**src/rtl/delay_counter_pkg.sv**
```systemverilog
// Shared constants and the counter-width helper for the microsecond delay timer.
package delay_counter_pkg;

  // Shortest possible delay; a zero-length request still takes one edge.
  localparam int MIN_DELAY_CYCLES = 1;

  // Bits needed to hold every value in 0..max_val (never less than one bit).
  function automatic int cnt_width(input int max_val);
    return (max_val < 1) ? 1 : $clog2(max_val + 1);
  endfunction

endpackage

```
**src/rtl/delay_counter_us_tick_gen.sv**
```systemverilog
// One-microsecond prescaler: counts clock cycles while enabled and pulses
// tick on the last cycle of every microsecond. Held at zero while disabled.
module us_tick_gen #(
  parameter int CLOCK_SPEED_MHZ = 12
) (
  input  logic CLK,
  input  logic RST,
  input  logic en,
  output logic tick
);
  import delay_counter_pkg::*;

  localparam int             PW    = cnt_width(CLOCK_SPEED_MHZ);
  localparam logic [PW-1:0]  P_TOP = PW'(CLOCK_SPEED_MHZ - 1);

  logic [PW-1:0] presc_reg = '0;

  // tick is qualified by en so a disabled prescaler never reports a microsecond.
  assign tick = en && (presc_reg == P_TOP);

  // Prescaler: clear when idle, wrap at the top of each microsecond.
  always_ff @(posedge CLK) begin
    if (RST || !en) begin
      presc_reg <= '0;
    end else if (presc_reg == P_TOP) begin
      presc_reg <= '0;
    end else begin
      presc_reg <= presc_reg + PW'(1);
    end
  end

endmodule

```
**src/rtl/delay_counter.sv**
```systemverilog
// Programmable microsecond delay: out rises after CLOCK_SPEED_MHZ*US_DELAY
// consecutive edges with start high, and stays high until start drops.
module delay_counter #(
  parameter int CLOCK_SPEED_MHZ = 12,
  parameter int US_DELAY        = 2
) (
  input  logic CLK,
  input  logic RST,
  input  logic start,
  output logic out
);
  import delay_counter_pkg::*;

  logic out_reg = 1'b0;

  assign out = out_reg;

  generate
    if (CLOCK_SPEED_MHZ * US_DELAY < MIN_DELAY_CYCLES) begin : g_bypass
      // Zero-length delay: out simply follows start, one edge late.
      always_ff @(posedge CLK) begin
        if (RST) begin
          out_reg <= 1'b0;
        end else begin
          out_reg <= start;
        end
      end
    end else begin : g_count
      localparam int            UW     = cnt_width(US_DELAY + 1);
      localparam logic [UW-1:0] U_LAST = UW'(US_DELAY - 1);
      localparam logic [UW-1:0] U_TOP  = UW'(US_DELAY);

      logic          tick;
      logic          terminal;
      logic [UW-1:0] us_cnt_reg = '0;

      // Prescaler stops once done so both counters sit at their final values.
      us_tick_gen #(
        .CLOCK_SPEED_MHZ (CLOCK_SPEED_MHZ)
      ) u_tick (
        .CLK  (CLK),
        .RST  (RST),
        .en   (start && !out_reg),
        .tick (tick)
      );

      // The final microsecond completes on this cycle's edge.
      assign terminal = tick && (us_cnt_reg == U_LAST);

      // Microsecond counter: cleared when idle, saturates at US_DELAY.
      always_ff @(posedge CLK) begin
        if (RST || !start) begin
          us_cnt_reg <= '0;
        end else if (tick && (us_cnt_reg != U_TOP)) begin
          us_cnt_reg <= us_cnt_reg + UW'(1);
        end
      end

      // Done flag: set at the terminal edge, held while start stays high.
      always_ff @(posedge CLK) begin
        if (RST || !start) begin
          out_reg <= 1'b0;
        end else if (terminal) begin
          out_reg <= 1'b1;
        end
      end
    end
  endgenerate

endmodule

```
**config.mk**
```make
export PLATFORM = sky130hd
export DESIGN_NAME = delay_counter
export DESIGN_NICKNAME = d
export VERILOG_FILES = /design/src/rtl/delay_counter_pkg.sv /design/src/rtl/delay_counter_us_tick_gen.sv /design/src/rtl/delay_counter.sv
export SDC_FILE = /design/constraint.sdc
export NUM_CORES = 1
export LEC_CHECK = 0
export ABC_AREA = 1
export CAP_MARGIN = 20
export CORE_AREA = 8 8 45 47
export CTS_CLUSTER_DIAMETER = 80
export DETAILED_ROUTE_END_ITERATION = 10
export DIE_AREA = 0 0 53 55
export SYNTH_ARGS = -nofsm -noshare
export SYNTH_HDL_FRONTEND = slang
export SYNTH_HIERARCHICAL = 1
export SYNTH_SLANG_ARGS = --single-unit
export TNS_END_PERCENT = 100
```
**constraint.sdc**
```tcl
create_clock -name CLK -period 1.35 [get_ports CLK]
set_input_delay 0.27 -clock CLK [delete_from_list [all_inputs] [get_ports CLK]]
set_output_delay 0.27 -clock CLK [all_outputs]
set_load 0.05 [all_outputs]
```
==> summary.md, run 1 <==
| Metric | Value |
|---|---|
| Status | `completed` |
| WP data arrival | `about 1300 ps` |
| Post-CTS setup buffer count | `0` |
| Syn_nets | `about 50` |
| Hold WC Path Type | `reg -> reg` |
| Post-synthesis average cell area | `~8.1 µm²` |
| Synthesized area | `350 µm²` |
| Die area | `2920 µm²` |
| Cts repair resizes | `0` |
| IR Drop Worst-Case VDD | `about 460 µV` |
| Minimum clock period | `1190 ps` |
| Max clock buf depth | `2` |
| Die extent in x | `between 50 and 60 µm` |
| Num CTS Buffers | `3` |
| Layout cells sized above 1 | `between 30 and 40%` |
| DRC viols | `0` |
| Crit-path cells | `ha_1, nand3_2, nor2_1, buf_4, nand3_1, nand2_1, nor2_2` |
| Clock root buffer | `clkbuf_4` |
| HPWL Detailed | `435 µm` |
| # H-tree levels | `1` |
| Fill cell count | `between 100 and 150` |
| Gr usage total | `around 4.4%` |
| Antenna violations before repair | `0` |
| Placeable Area | `roughly 1400 µm²` |
| CP peak stage delay | `~340 ps` |
| Setup violators final | `0` |
| Largest net degree at the start of global routing | `6` |
| Required @ worst endpoint | `about 1500 ps` |
| Drt wl/cell | `7.46 µm` |
| Kind of critical path | `reg -> reg` |
| Post-CTS Hold Buffers | `0` |
| Routability Congestion | `0.610` |
| Final-report hold violation count | `0` |
| Die Ht | `55 µm` |
| Vias per cell | `3.83` |
| Rel. slew slack | `87.4%` |
| Max FFs per register | `4` |
| TritonRoute pass-1 iters | `1` |
| FMAX | `843 MHz` |
| RSZ-0062 raised after global routing | `false` |
| Max Slew Vio Count | `0` |
| Post-synth EDFFs | `0` |
| Cells on worst reg2reg path | `7` |
| DP Cell Count | `65` |
| Cell row count | `14` |
| Yosys reg bits | `7` |
| Hold path depth | `2` |
| Final WL | `roughly 500 µm` |
| Flop-to-flop setup slack | `roughly 160 ps` |
| Reg2Reg Capture Point | `g_count.us_cnt_reg[0]$_SDFFE_PP0P_` |
| Yosys cell types | `15` |
| HP Start | `g_count.u_tick/presc_reg[1]$_SDFF_PP0_` |
| Sequential share of the synthesized area | `between 30% and 40%` |
| MaxCap Viol Count | `0` |
| Clk pin slew, worst setup/hold paths | `50 ps` |
| Pleak | `0.171 nW` |
| Buffers on Ports | `3` |
| Global-route wire length before repair | `924 µm` |
| Initial Utilization | `25.3%` |
| CTS tree | `yes` |
| Finished Layout Cells | `between 60 and 70` |
| Nature of the critical path startpoint | `flop` |
| Remaining antenna violation count after routing | `0` |
| Worst slew pin tran | `189 ps` |
| Yosys Warn Count | `6` |
| Launching point of the worst reg2reg path | `g_count.u_tick/presc_reg[1]$_SDFF_PP0_` |
| Fin crit share | `87.9%` |
| Slowest-stage cell, CP | `dfxtp_1` |
| Main synth FF type | `dfxtp_1` |
| Area contributors post-synth | `dfxtp_1 (40%), ha_1 (11%), inv_1 (7.5%)` |
| End of the worst hold path | `g_count.u_tick/presc_reg[3]$_SDFF_PP0_` |
| Number of global-route vias before repair | `between 200 and 300` |
| I/O pin total | `4` |
| Synth async-reset ratio | `0%` |
| Power per cell area | `923 nW/µm²` |
| Area growth, synth to finish | `31.1%` |
| Vias post-DR | `approximately 260` |
| Setup crit end kind | `flop` |
| CP max FO | `5` |
| Ant diodes | `0` |
| Footprint of the multi-input gates | `around 180 µm²` |
| Syn Inst Count | `43` |
| Sum Neg Setup Slack | `0 ps` |
| Final #Nets | `60` |
| Commonest cells in the netlist | `dfxtp_1 (7), inv_1 (7), nor2_1 (6)` |
| Area leader, netlist | `dfxtp_1` |
| # clock sinks | `7` |
| Fin Clk Skew | `6.43 ps` |
| Worst skew pair latency | `250 ps` |
| Initial DRC Count | `0` |
| Share of the synthesized area in the top cell type | `40.0%` |
| GRT overflow | `0` |
| Reg area | `140 µm²` |
[cell usage in the layout (no fill, tap or decap), drive strengths merged]
cell type	count
nor2	10
clkdlybuf4s50	2
inv	9
nand3	4
nand4	1
buf	4
nand2	4
xnor2	1
dfxtp	7
ha	3
clkbuf	4
a21oi	4
[power by group]
group	switching (mW)	leakage (nW)	total (mW)	internal [mW]
registers	0.00178	0.0567	0.212	0.210
logic	0.0147	0.0997	0.0302	0.0155
clock network	0.0694	0.0150	0.182	0.112
[logic make-up after synthesis]
family / count (synthesis) / synth area share (%)
flip-flops: 7 / 40.0
buffers and inverters: 9 / 9.65
XOR/XNOR: 1 / 2.50
AO/OA/AOI/OAI: 4 / 6.78
AND/OR/NAND/NOR: 19 / 30.4
adder cells (fa/ha/maj): 3 / 10.7
[critical path, delay by kind of cell, from the launching register on]
family / cells / cell delay (ps)
flip-flops: 1 / 340
adder cells (fa/ha/maj): 1 / 210
buffers and inverters: 1 / 130
AND/OR/NAND/NOR: 5 / 410
[through the flow]
step | cell area, µm² | util [%] | setup slack (ps) | hold WS (ps) | power, mW
2_1_floorplan | 350 | - | 152 | 410 | 0.232
3_3_place_gp | 433 | 31.3 | -95.8 | 495 | 0.246
3_5_place_dp | 433 | 31.3 | -104 | 509 | 0.247
4_1_cts | 459 | 33.2 | 146 | 515 | 0.437
5_1_grt | 459 | 33.2 | 39.4 | 542 | 0.450
6_report | 459 | 33.2 | 164 | 514 | 0.424
[layout make-up]
| cell class | instances | share of cell area (%) |
|---|---|---|
| multi-input cells | 27 | 38.4 |
| repair buffers | 6 | 13.6 |
| well taps | 16 | 4.36 |
| flip-flops and latches | 7 | 30.5 |
| inverters | 9 | 7.36 |
| clock buffers | 4 | 5.72 |
[how the worst max path moves through the flow]
stage                                                 startpoint                                 end  slack [ps]  cells past startpoint
final                     g_count.u_tick/presc_reg[1]$_SDFF_PP0_  g_count.us_cnt_reg[0]$_SDFFE_PP0P_         160                      7
after global routing      g_count.u_tick/presc_reg[1]$_SDFF_PP0_  g_count.us_cnt_reg[1]$_SDFFE_PP0P_          40                      7
after CTS                 g_count.u_tick/presc_reg[1]$_SDFF_PP0_  g_count.us_cnt_reg[0]$_SDFFE_PP0P_         150                      7
after detailed placement                                   start  g_count.us_cnt_reg[0]$_SDFFE_PP0P_        -100                      9
after global placement                                     start  g_count.us_cnt_reg[1]$_SDFFE_PP0P_        -100                      9
after floorplan                                 out$_SDFFE_PP0P_  g_count.us_cnt_reg[0]$_SDFFE_PP0P_         150                      6
[per-layer routing]
| layer | GRT usage [%] | routed length (µm) | share of wire (%) |
|---|---|---|---|
| met1 | 4.27 | 259 | 50 |
| met2 | 6.64 | 227 | 44 |
| met4 | 2.59 | 0 | 0 |
| met3 | 3.21 | 28 | 5.4 |
| met5 | 0 | 0 | 0 |
No activity file was read; power rests on OpenSTA's default activity.
==> run 2, diff against run 1 <==
--- a/config.mk
+++ b/config.mk
@@ -8,7 +8,6 @@
 export ABC_AREA = 1
 export CAP_MARGIN = 20
 export CORE_AREA = 8 8 45 47
-export CTS_CLUSTER_DIAMETER = 80
 export DETAILED_ROUTE_END_ITERATION = 10
 export DIE_AREA = 0 0 53 55
 export SYNTH_ARGS = -nofsm -noshare
==> results of run 2 <==
The final DEF is identical to that of run 1; final timing and power are the same.
